==> src/rtl/slice_log_pkg.sv <==
// Shared widths and entry field layout for the slice log capture path.
// Entry layout, MSB first: {ovf1, ovf2, tag, value}.
package slice_log_pkg;

  localparam int DATA_W_DEF  = 24;
  localparam int TAG_W_DEF   = 4;
  localparam int DEPTH_DEF   = 16;
  localparam int ENTRY_W_DEF = DATA_W_DEF + TAG_W_DEF + 2;

  function automatic int entry_w(input int data_w, input int tag_w);
    return data_w + tag_w + 2;
  endfunction

  function automatic int value_lsb();
    return 0;
  endfunction

  function automatic int tag_lsb(input int data_w);
    return data_w;
  endfunction

  function automatic int ovf2_bit(input int data_w, input int tag_w);
    return data_w + tag_w;
  endfunction

  function automatic int ovf1_bit(input int data_w, input int tag_w);
    return data_w + tag_w + 1;
  endfunction

endpackage

==> src/rtl/slice_log_fifo.sv <==
// Single-clock FIFO with registered level/full/empty; storage has no reset
// and an asynchronous head read so it maps onto distributed RAM.
module slice_log_fifo #(
  parameter int WIDTH = slice_log_pkg::ENTRY_W_DEF,
  parameter int DEPTH = slice_log_pkg::DEPTH_DEF
) (
  input  logic                       clock_200,
  input  logic                       reset,
  input  logic                       flush,
  input  logic                       wr_en,
  input  logic [WIDTH-1:0]           wr_data,
  input  logic                       rd_en,
  output logic [WIDTH-1:0]           head_data,
  output logic [$clog2(DEPTH):0]     level,
  output logic                       full,
  output logic                       empty
);

  localparam int PTR_W = $clog2(DEPTH);
  localparam int LVL_W = PTR_W + 1;

  logic [WIDTH-1:0] mem [DEPTH];
  logic [PTR_W-1:0] wr_ptr_reg, rd_ptr_reg;
  logic [LVL_W-1:0] level_reg, level_next;
  logic             full_reg, empty_reg;
  logic             push, pop;

  // A pop frees a slot in the same cycle, so a full FIFO still accepts a push.
  assign pop  = rd_en & ~empty_reg & ~flush;
  assign push = wr_en & ~flush & (~full_reg | pop);

  always_comb begin
    level_next = level_reg;
    if (flush) begin
      level_next = '0;
    end else if (push && !pop) begin
      level_next = level_reg + LVL_W'(1);
    end else if (pop && !push) begin
      level_next = level_reg - LVL_W'(1);
    end
  end

  always_ff @(posedge clock_200 or posedge reset) begin
    if (reset) begin
      wr_ptr_reg <= '0;
      rd_ptr_reg <= '0;
      level_reg  <= '0;
      full_reg   <= 1'b0;
      empty_reg  <= 1'b1;
    end else begin
      if (flush) begin
        wr_ptr_reg <= '0;
        rd_ptr_reg <= '0;
      end else begin
        if (push) wr_ptr_reg <= wr_ptr_reg + PTR_W'(1);
        if (pop)  rd_ptr_reg <= rd_ptr_reg + PTR_W'(1);
      end
      level_reg <= level_next;
      full_reg  <= (level_next == LVL_W'(DEPTH));
      empty_reg <= (level_next == '0);
    end
  end

  always_ff @(posedge clock_200) begin
    if (push) mem[wr_ptr_reg] <= wr_data;
  end

  assign head_data = mem[rd_ptr_reg];
  assign level     = level_reg;
  assign full      = full_reg;
  assign empty     = empty_reg;

endmodule

==> src/rtl/slice_log_capture.sv <==
// Captures slice log strobes into a FIFO for host readout, counting strobes
// lost to a full FIFO. DEPTH must be a power of two so pointers wrap cleanly.
module slice_log_capture
  import slice_log_pkg::*;
#(
  parameter int DATA_W = DATA_W_DEF,
  parameter int TAG_W  = TAG_W_DEF,
  parameter int DEPTH  = DEPTH_DEF
) (
  input  logic                         clock_200,
  input  logic                         reset,
  input  logic                         capture_enable,
  input  logic                         log_trigger,
  input  logic [DATA_W-1:0]            log_value_in,
  input  logic [TAG_W-1:0]             log_tag,
  input  logic                         overflow_stage_1,
  input  logic                         overflow_stage_2,
  input  logic                         rd_en,
  input  logic                         flush,
  output logic [DATA_W+TAG_W+1:0]      rd_data,
  output logic                         rd_valid,
  output logic                         empty,
  output logic                         full,
  output logic [$clog2(DEPTH):0]       level,
  output logic [7:0]                   drop_count
);

  localparam int ENTRY_W = entry_w(DATA_W, TAG_W);
  localparam int TAG_LSB = tag_lsb(DATA_W);
  localparam int OVF1    = ovf1_bit(DATA_W, TAG_W);
  localparam int OVF2    = ovf2_bit(DATA_W, TAG_W);

  logic [ENTRY_W-1:0] wr_entry, head_entry;
  logic [ENTRY_W-1:0] rd_data_reg;
  logic               rd_valid_reg;
  logic [7:0]         drop_count_reg;
  logic               push_req, pop_accept, drop;
  logic               fifo_full, fifo_empty;

  always_comb begin
    wr_entry = '0;
    wr_entry[value_lsb() +: DATA_W] = log_value_in;
    wr_entry[TAG_LSB +: TAG_W]      = log_tag;
    wr_entry[OVF2]                  = overflow_stage_2;
    wr_entry[OVF1]                  = overflow_stage_1;
  end

  assign push_req   = log_trigger & capture_enable & ~flush;
  assign pop_accept = rd_en & ~flush & ~fifo_empty;
  // Full implies non-empty, so a same-cycle rd_en always makes room.
  assign drop       = push_req & fifo_full & ~rd_en;

  slice_log_fifo #(
    .WIDTH (ENTRY_W),
    .DEPTH (DEPTH)
  ) u_fifo (
    .clock_200 (clock_200),
    .reset     (reset),
    .flush     (flush),
    .wr_en     (push_req),
    .wr_data   (wr_entry),
    .rd_en     (rd_en),
    .head_data (head_entry),
    .level     (level),
    .full      (fifo_full),
    .empty     (fifo_empty)
  );

  always_ff @(posedge clock_200 or posedge reset) begin
    if (reset) begin
      rd_data_reg    <= '0;
      rd_valid_reg   <= 1'b0;
      drop_count_reg <= '0;
    end else begin
      rd_valid_reg <= pop_accept;
      if (pop_accept) rd_data_reg <= head_entry;
      if (flush) begin
        drop_count_reg <= '0;
      end else if (drop && drop_count_reg != 8'hFF) begin
        drop_count_reg <= drop_count_reg + 8'd1;
      end
    end
  end

  assign rd_data    = rd_data_reg;
  assign rd_valid   = rd_valid_reg;
  assign drop_count = drop_count_reg;
  assign full       = fifo_full;
  assign empty      = fifo_empty;

endmodule

==> config.mk <==
export PLATFORM = sky130hd
export DESIGN_NAME = slice_log_capture
export DESIGN_NICKNAME = d
export VERILOG_FILES = /design/src/rtl/slice_log_pkg.sv /design/src/rtl/slice_log_fifo.sv /design/src/rtl/slice_log_capture.sv
export SDC_FILE = /design/constraint.sdc
export NUM_CORES = 1
export LEC_CHECK = 0
export CORE_UTILIZATION = 55
export DETAILED_ROUTE_END_ITERATION = 7
export PLACE_DENSITY_LB_ADDON = 0.05
export REMOVE_ABC_BUFFERS = 1
export SYNTH_ARGS = -nofsm -noshare
export SYNTH_HDL_FRONTEND = slang
export SYNTH_SLANG_ARGS = --single-unit
==> constraint.sdc <==
create_clock -name clock_200 -period 11.7 [get_ports clock_200]
set_clock_uncertainty 0.05 [all_clocks]
set_input_delay 2.34 -clock clock_200 [delete_from_list [all_inputs] [get_ports clock_200]]
set_output_delay 2.34 -clock clock_200 [all_outputs]
set_load 0.05 [all_outputs]
==> results of run 1 <==
power groups by stage:
stage          Clock (uW)  Combinational, uW  Sequential, uW
3_3_place_gp            0                749            2250
2_1_floorplan           0                338            2470
5_1_grt              1850                790            2220
6_report             1750                743            2210
4_1_cts              1780                755            2210
3_5_place_dp            0                754            2250
layout make-up:
cell class / count / area, um^2 / area share (%)
flip-flops and latches: 534 / 15800 / 66.2
multi-input cells: 359 / 4660 / 19.5
well taps: 468 / 586 / 2.46
inverters: 9 / 33.8 / 0.142
clock buffers: 88 / 1630 / 6.85
repair buffers: 100 / 953 / 4.00
clock inverters: 13 / 195 / 0.819
path summary, 6_finish.rpt:
kind	startpoint	endpoint	slack (ns)
max reg2reg	u_fifo.rd_ptr_reg[0]	rd_data[15]	7.55
max	flush	u_fifo.mem[7][15]	6.89
max in group asynchronous	reset	u_fifo.rd_ptr_reg[2]	8.72
min reg2reg	rd_data[27]	rd_data[27]	0.46
min in group asynchronous	reset	rd_data[13]	2.26
min	rd_data[27]	rd_data[27]	0.46
stage by stage:
stage	cells	setup slack [ns]	power (uW)
floorplan	902	5.60	2800
CTS	1571	6.89	4750
detailed placement	1470	6.29	3000
global placement	1470	6.38	3000
finish	1571	6.89	4700
global route	1571	6.72	4850
worst max-delay path: cells and delay by family:
family | cells | cell delay, ns
and+or+nand+nor | 3 | 1.64
buffers and inverters | 2 | 0.63
AOI/OAI and AO/OA | 1 | 0.32
layer usage:
| metal | global-route usage, % | vias to the layer above |
|---|---|---|
| met4 | 6.18 | 0 |
| met5 | 0 | - |
| li1 | - | 4176 |
| met1 | 32.0 | 5016 |
| met3 | 3.42 | 62 |
| met2 | 35.5 | 222 |
cells by family (layout without fill, tap and decap cells):
logic type | Yosys count | in the layout | synth area share (%)
flip-flops | 534 | 534 | 76.6
AND/OR/NAND/NOR | 109 | 109 | 2.62
multiplexers | 183 | 183 | 16.4
XOR/XNOR | 14 | 14 | 0.595
buffers and inverters | 65 | 210 | 1.39
AO/OA/AOI/OAI | 45 | 45 | 1.99
adder cells (fa/ha/maj) | 8 | 8 | 0.486
cell usage after synthesis (2+ instances only):
master	instances	area, um^2
a221o_1	30	300
nand2b_1	4	25.0
nor3_1	36	180
nand2_1	10	37.5
inv_1	9	33.8
nor4_1	2	12.5
o21ai_0	2	10.0
xor2_1	10	87.6
edfxtp_1	480	14400
ha_1	8	100
xnor2_1	4	35.0
nand4_1	6	37.5
a211oi_1	2	15.0
a21oi_1	4	20.0
nor4b_1	2	17.5
buf_6	3	33.8
mux2_2	30	338
clkbuf_1	33	124
nor2b_1	2	12.5
and3_1	5	31.3
dfrtp_1	53	1330
mux2i_1	33	330
or3_1	2	12.5
nor2_1	34	128
mux4_2	120	2700
buf_1	6	22.5
o21a_1	2	15.0
buf_2	13	65.1
==> key figures, run 1 <==
Global route
  – Final global-route overflow total: 0
  – Initial antenna violation count: 0
  – First-pass GRT wire length: 61900 um
  – Largest net degree at the start of global routing: 61
  – Vias in the first global route: 10000
  – Total track usage: 22.1%

Clocking
  – Hold_buf cts: 0
  – Clock Pin Slew Worst Setup and Hold Paths: 0.06 ns
  – Post-cts resize count: 0
  – Setup Buffers After CTS: 0
  – Clock Tree Buf Depth: 3
  – Clk_lat worst skew: 0.58 ns
  – H-tree depth: 2
  – CTS Sinks: 534
  – CTS tree: built
  – CTS Root Buffer Type: clkbuf_16
  – TritonCTS Buffers: 54

Timing
  – Worst-Margin Slew: 1.22 ns
  – Fin crit share: 41.2%
  – Setup TNS: 0 ns
  – Fmax: 208 MHz
  – Fin. max-slew vios: 0
  – Hold_ws: 0.459 ns
  – Count of final setup violators: 0
  – RSZ-0062 raised after global routing: no
  – Slew headroom: 18.3%
  – Count of final hold-check violations: 0
  – Fin crit period: 4.81 ns

Final layout
  – Synthesis-to-finish area growth: 15.7%
  – Util after Layout: 64.9%
  – Share of cells above drive strength 1: 24.5%
  – Final #Nets: 1102
  – Number of flip-flops in the largest register: 480
  – # diodes: 0
  – Final Cell Area: 23800 um^2
  – Most frequent cells in the layout: edfxtp_1 (480), mux4_2 (120), clkdlybuf4s50_1 (81), clkbuf_16 (57), dfrtp_1 (50)
  – Commonest non-fill, non-tap cell in the layout: edfxtp_1
  – Fillers: 2445

Status
  – Outcome: finished, final reports clean

Die
  – IO Count: 82
  – Die H: 196 um
  – Overall die area: 38200 um^2
  – Row count: 70
  – Die width: 196 um
  – Core area: 36700 um^2
  – Initial core utilization: 56.1%

Routing
  – Detailed-route wire length per cell: 25.7 um
  – Total Wirelength: 40400 um
  – Wire length on met1: 18400 um
  – DRC viols: 0
  – Top routing layer in use: met4
  – First DRT Iteration DRCs: 588
  – DR vias: 9476
  – DRT Pass-1 Iters: 5
  – WL met2: 19700 um
  – Met3 wire length: 1690 um
  – Vias per cell: 6.03
  – Final ANT Viol Nets: 0

Worst setup path
  – Worst-path maximum fanout: 30
  – CP arrival: 4.95 ns
  – Worst Setup End Kind: flip-flop
  – CP Cell Sequence: clkdlybuf4s50_1, buf_4, and3b_1, o21a_1, nand2_1, nor2_4
  – Reg2Reg Depth: 6
  – Worst path slowest cell: nor2_4
  – Startpoint class of the critical path: input pin
  – Largest stage delay, worst path: 1.03 ns
  – CP required: 11.84 ns
  – Worst setup path class: in2reg

Power and ir drop
  – Comb pwr share: 15.8%
  – Leakage: 0.00756 uW
  – Pwr Density: 197 nW/um^2
  – Maximum vdd drop: 0.000174 V
  – Sequential share of power: 47.0%
  – Internal power: 3540 uW
  – Switching pwr: 1160 uW
  – Net Sw Frac: 24.7%
  – Clock share of power: 37.2%

Synthesis
  – Synth Register Bits: 534
  – EDFF count, synth: 480
  – Synth unique cells: 41
  – Syn_area_per_cell: 21.5 um^2
  – Synth warn: 0
  – Post-synthesis cell count: 958
  – Synth async-reset ratio: 10.1%
  – Synthesized cell area: 20600 um^2
  – Register area share after synthesis: 76.6%
  – Prevailing post-synth register cell: edfxtp_1

Placement
  – Dpl cell area: 22000 um^2
  – DP HPWL: 22000 um
  – Routability cong.: 0.735
  – IO Port Bufs: 81

Run
  – Max-cap viol count: 0

Hold path
  – Worst Hold Class: reg2reg
  – Hold Crit Depth: 1
Note: power is estimated with default switching activity, not from simulation.
==> run 2, diff against run 1 <==
Clock period 11.7 ns to 4.6 ns, I/O delays scaled along.
==> run 2 against run 1 <==
  * Via count up 3.5%
  * Final cell count up 0.95%
  * Hold slack better by 0.0055 ns
  * Total power rose to 2.5 times the previous value
  * Sequential power rose to 2.6 times the previous value
  * Routed wire length up 6.1%
  * Sequential share of layout area down 0.52 points
  * Design area up 0.79%
  * Highest routed layer is now met5
==> key figures, run 2 (same netlist as run 1, synthesis figures left out) <==
Die
  – Overall die area: 38200 um^2
  – Die H: 196 um
  – Initial core utilization: 56.1%
  – Core area: 36700 um^2
  – Die width: 196 um
  – Row count: 70
  – IO Count: 82

Power and ir drop
  – Maximum vdd drop: 0.000373 V
  – Pwr Density: 499 nW/um^2
  – Leakage: 0.00766 uW
  – Overall power: 12000 uW

Clocking
  – Hold_buf cts: 0
  – CTS Sinks: 534
  – H-tree depth: 2
  – TritonCTS Buffers: 53
  – Setup Buffers After CTS: 0
  – Clk_lat worst skew: 0.59 ns
  – Post-cts resize count: 0
  – Clock Tree Buf Depth: 3
  – Clock Pin Slew Worst Setup and Hold Paths: 0.06 ns
  – CTS Root Buffer Type: clkbuf_16
  – CTS tree: built

Run
  – Max-cap viol count: 0

Global route
  – Total track usage: 23.4%
  – Initial antenna violation count: 1
  – Vias in the first global route: 10200
  – First-pass GRT wire length: 64900 um
  – Largest net degree at the start of global routing: 61
  – Final global-route overflow total: 0

Routing
  – First DRT Iteration DRCs: 743
  – DRC viols: 0
  – Vias per cell: 6.18
  – DR vias: 9809
  – Final ANT Viol Nets: 0
  – Total Wirelength: 42900 um
  – DRT Pass-1 Iters: 5
  – Detailed-route wire length per cell: 27.0 um

Placement
  – Pre-CTS setup slack: 0.867 ns
  – DP HPWL: 23900 um
  – Routability cong.: 0.787
  – Dpl cell area: 22200 um^2
  – IO Port Bufs: 81

Timing
  – Setup TNS: 0 ns
  – Worst-Margin Slew: 1.02 ns
  – Fin. max-slew vios: 0
  – Count of final hold-check violations: 0
  – Fin crit share: 68.0%
  – Worst setup margin: 1.47 ns
  – Fmax: 320 MHz
  – Slew headroom: 32.0%
  – Count of final setup violators: 0
  – RSZ-0062 raised after global routing: no
  – Fin crit period: 3.13 ns

Final layout
  – Commonest non-fill, non-tap cell in the layout: edfxtp_1
  – Number of flip-flops in the largest register: 480
  – Share of cells above drive strength 1: 25.5%
  – Most frequent cells in the layout: edfxtp_1 (480), mux4_2 (120), clkdlybuf4s50_1 (81), clkbuf_16 (55), dfrtp_1 (50)
  – # diodes: 0
  – Util after Layout: 65.5%
  – Final #Nets: 1118
  – Synthesis-to-finish area growth: 16.6%
  – Final Cell Area: 24000 um^2

Worst setup path
  – Worst Setup End Kind: flip-flop
  – Worst-path maximum fanout: 20
  – CP required: 4.83 ns
  – Worst setup path class: in2reg
  – Startpoint class of the critical path: input pin
  – CP arrival: 3.36 ns

Status
  – Outcome: finished, final reports clean

Hold path
  – Worst Hold Class: reg2reg
[run 2: cell types whose count changed in the layout (fill, tap and decap cells not counted), sizes merged]
| cell | change |
|---|---|
| clkinv | +15 |
| bufinv | +3 |
| clkbuf | -21 |
| buf | +17 |
| inv | +1 |
[run 2: final cells by class]
class	count	area (um^2)
Multi-Input combinational cell	359	4660
Clock buffer	67	1450
Inverter	9	33.8
Clock inverter	32	349
Tap cell	468	586
Fill cell	2427	12700
Sequential cell	534	15800
Timing Repair Buffer	117	1170
[run 2: per-layer routing]
metal	part of all wire [%]	global-route usage (%)
met5	0.028	0
met1	46	35.7
met4	1.9	6.59
met3	4.7	3.23
met2	47	36.0
[run 2: worst paths after layout]
path / start / endpoint / slack [ns] / cells past startpoint
max: rd_en / u_fifo.mem[4][23] / 1.47 / 7
min: rd_data[18] / rd_data[18] / 0.46 / 1
max reg2reg: u_fifo.rd_ptr_reg[0] / rd_data[24] / 1.83 / 4
min reg2reg: rd_data[18] / rd_data[18] / 0.46 / 1
max in group asynchronous: reset / u_fifo.rd_ptr_reg[1] / 2.77 / 3
min in group asynchronous: reset / rd_data[9] / 0.76 / 2
[run 2: power by group]
part / switching (uW) / total (uW) / internal [uW]
clock network: 1760 / 4430 / 2670
registers: 194 / 5640 / 5450
logic: 1030 / 1910 / 872
[run 2: per-stage QoR]
stage / hold slack [ns] / instances
finish: 0.465 / 1586
global route: 0.495 / 1586
CTS: 0.466 / 1586
detailed placement: 0.448 / 1487
global placement: 0.450 / 1487
floorplan: 0.529 / 902
[run 2: critical path, cell delays in order]
cell and delay, ns:
clkdlybuf4s50_1 0.47, nor2b_1 0.13, buf_4 0.21, o21a_1 0.34, nand2_1 0.31, nor2_4 0.64
buf_4 0.33
==> run 3, diff against run 2 <==
Clock period 4.6 ns to 3 ns, I/O delays scaled along.
==> run 3 against run 2 <==
  * Total power up 51%
  * Sequential share of layout area down 0.95 points
  * Hold slack worse by 0.087 ns
  * Clock power up 45%
  * First-iteration DRC count up 1.9%
  * Register-to-register slack worse by 1.2 ns
  * Routed wire length down 0.13%
  * Worst setup slack worse by 1.0 ns
  * Die area unchanged
  * Global-route usage up 0.12 points
  * Non-clock buffer count up 26
  * Count of clock-buffer cells in the layout down 2
  * Critical endpoint is now level[1]
  * Highest routed layer is now met4
==> key figures, run 3 (same netlist as run 1, synthesis figures left out) <==
Die
  – Core area: 36700 um^2
  – IO Count: 82
  – Initial core utilization: 56.1%
  – Die width: 196 um
  – Overall die area: 38200 um^2
  – Die H: 196 um
  – Row count: 70

Timing
  – Worst-Margin Slew: 0.733 ns
  – Count of final setup violators: 0
  – Worst setup margin: 0.455 ns
  – Fin crit period: 2.55 ns
  – Count of final hold-check violations: 0
  – RSZ-0062 raised after global routing: no
  – Fin crit share: 84.8%
  – Fmax: 393 MHz
  – Slew headroom: 51.0%
  – Fin. max-slew vios: 0
  – Hold_ws: 0.378 ns

Worst setup path
  – CP Cell Sequence: clkdlybuf4s50_1
  – Startpoint class of the critical path: flip-flop
  – Largest stage delay, worst path: 0.85 ns
  – Worst setup path class: reg2out
  – Worst Setup End Kind: output pin
  – Reg2Reg Depth: 5
  – Crit Reg-Reg Startpoint: u_fifo.rd_ptr_reg[0]
  – Worst-path maximum fanout: 7
  – CP required: 2.35 ns
  – CP arrival: 1.90 ns
  – Register-to-Register Setup Slack: 0.66 ns
  – Critical path buffers and inverters: 1
  – Delay-heaviest family, CP: buffers and inverters
  – Worst path slowest cell: clkdlybuf4s50_1
  – Reg2reg end: rd_data[0]

Routing
  – DRC viols: 0
  – Vias per cell: 6.07
  – First DRT Iteration DRCs: 757
  – Final ANT Viol Nets: 0
  – DR vias: 9772
  – Detailed-route wire length per cell: 26.6 um
  – DRT Pass-1 Iters: 5
  – Total Wirelength: 42800 um

Global route
  – Largest net degree at the start of global routing: 39
  – Vias in the first global route: 10100
  – First-pass GRT wire length: 64500 um
  – Initial antenna violation count: 0
  – Final global-route overflow total: 0
  – Total track usage: 23.5%

Power and ir drop
  – Overall power: 18100 uW
  – Leakage: 0.00781 uW
  – Maximum vdd drop: 0.000779 V
  – Pwr Density: 744 nW/um^2

Final layout
  – Commonest non-fill, non-tap cell in the layout: edfxtp_1
  – Share of cells above drive strength 1: 27.1%
  – # diodes: 0
  – Fillers: 2415
  – Number of flip-flops in the largest register: 480
  – Synthesis-to-finish area growth: 18.4%
  – Final #Nets: 1144
  – Most frequent cells in the layout: edfxtp_1 (480), mux4_2 (120), clkdlybuf4s50_1 (81), clkbuf_16 (53), dfrtp_1 (50)

Clocking
  – CTS tree: built
  – TritonCTS Buffers: 53
  – H-tree depth: 2
  – Clock Tree Buf Depth: 3
  – Clock Pin Slew Worst Setup and Hold Paths: 0.06 ns
  – Setup Buffers After CTS: 0
  – Hold_buf cts: 0
  – Clk_lat worst skew: 0.58 ns
  – CTS Sinks: 534
  – CTS Root Buffer Type: clkbuf_16
  – Post-cts resize count: 0

Placement
  – Routability cong.: 0.770
  – DP HPWL: 25800 um
  – IO Port Bufs: 81
  – Pre-CTS setup slack: 0.301 ns

Run
  – Max-cap viol count: 0

Status
  – Outcome: finished, final reports clean

Hold path
  – Worst Hold Class: in2async
run 3: cell types whose count changed in the layout (fill, tap and decap cells not counted), sizes merged:
cell / delta
buf: +26
clkbuf: -2
inv: -1
clkinv: +2
bufinv: -2
run 3: worst max-delay path by stage:
stage                                     from                end  depth (start not counted)
after floorplan           u_fifo.rd_ptr_reg[0]        rd_data[10]                          3
after global placement                   flush  u_fifo.mem[0][13]                          7
after detailed placement                 flush  u_fifo.mem[0][13]                          7
after CTS                         u_fifo.empty              empty                          1
after global routing               u_fifo.full               full                          1
final                          u_fifo.level[1]           level[1]                          1
run 3: power by group:
| part | total (uW) | internal, uW | switching (uW) |
|---|---|---|---|
| sequential | 8580 | 8360 | 226 |
| clock | 6420 | 3790 | 2630 |
| combinational | 3130 | 1410 | 1720 |
run 3: routing by layer:
metal	share of wire (%)	global-route usage (%)
met5	0	0
met4	1.3	5.13
met1	44	35.2
met3	6.4	4.63
met2	48	36.5
run 3: per-stage QoR:
step | instance area [um^2] | util, % | std cells | TNS (ns)
6_report | 24400 | 66.4 | 1609 | 0
5_1_grt | 24400 | 66.4 | 1609 | 0
4_1_cts | 24400 | 66.4 | 1609 | 0
3_5_place_dp | 22700 | 61.8 | 1513 | 0
3_3_place_gp | 22700 | 61.8 | 1513 | 0
2_1_floorplan | 20300 | - | 902 | -381.95
run 3: cell type report:
| class | count | area (um^2) | share of cell area (%) |
|---|---|---|---|
| flip-flops and latches | 534 | 15800 | 64.7 |
| multi-input cells | 359 | 4660 | 19.1 |
| clock buffers | 65 | 1390 | 5.71 |
| inverters | 9 | 33.8 | 0.139 |
| repair buffers | 143 | 1640 | 6.72 |
| clock inverters | 31 | 293 | 1.20 |
| well taps | 468 | 586 | 2.40 |
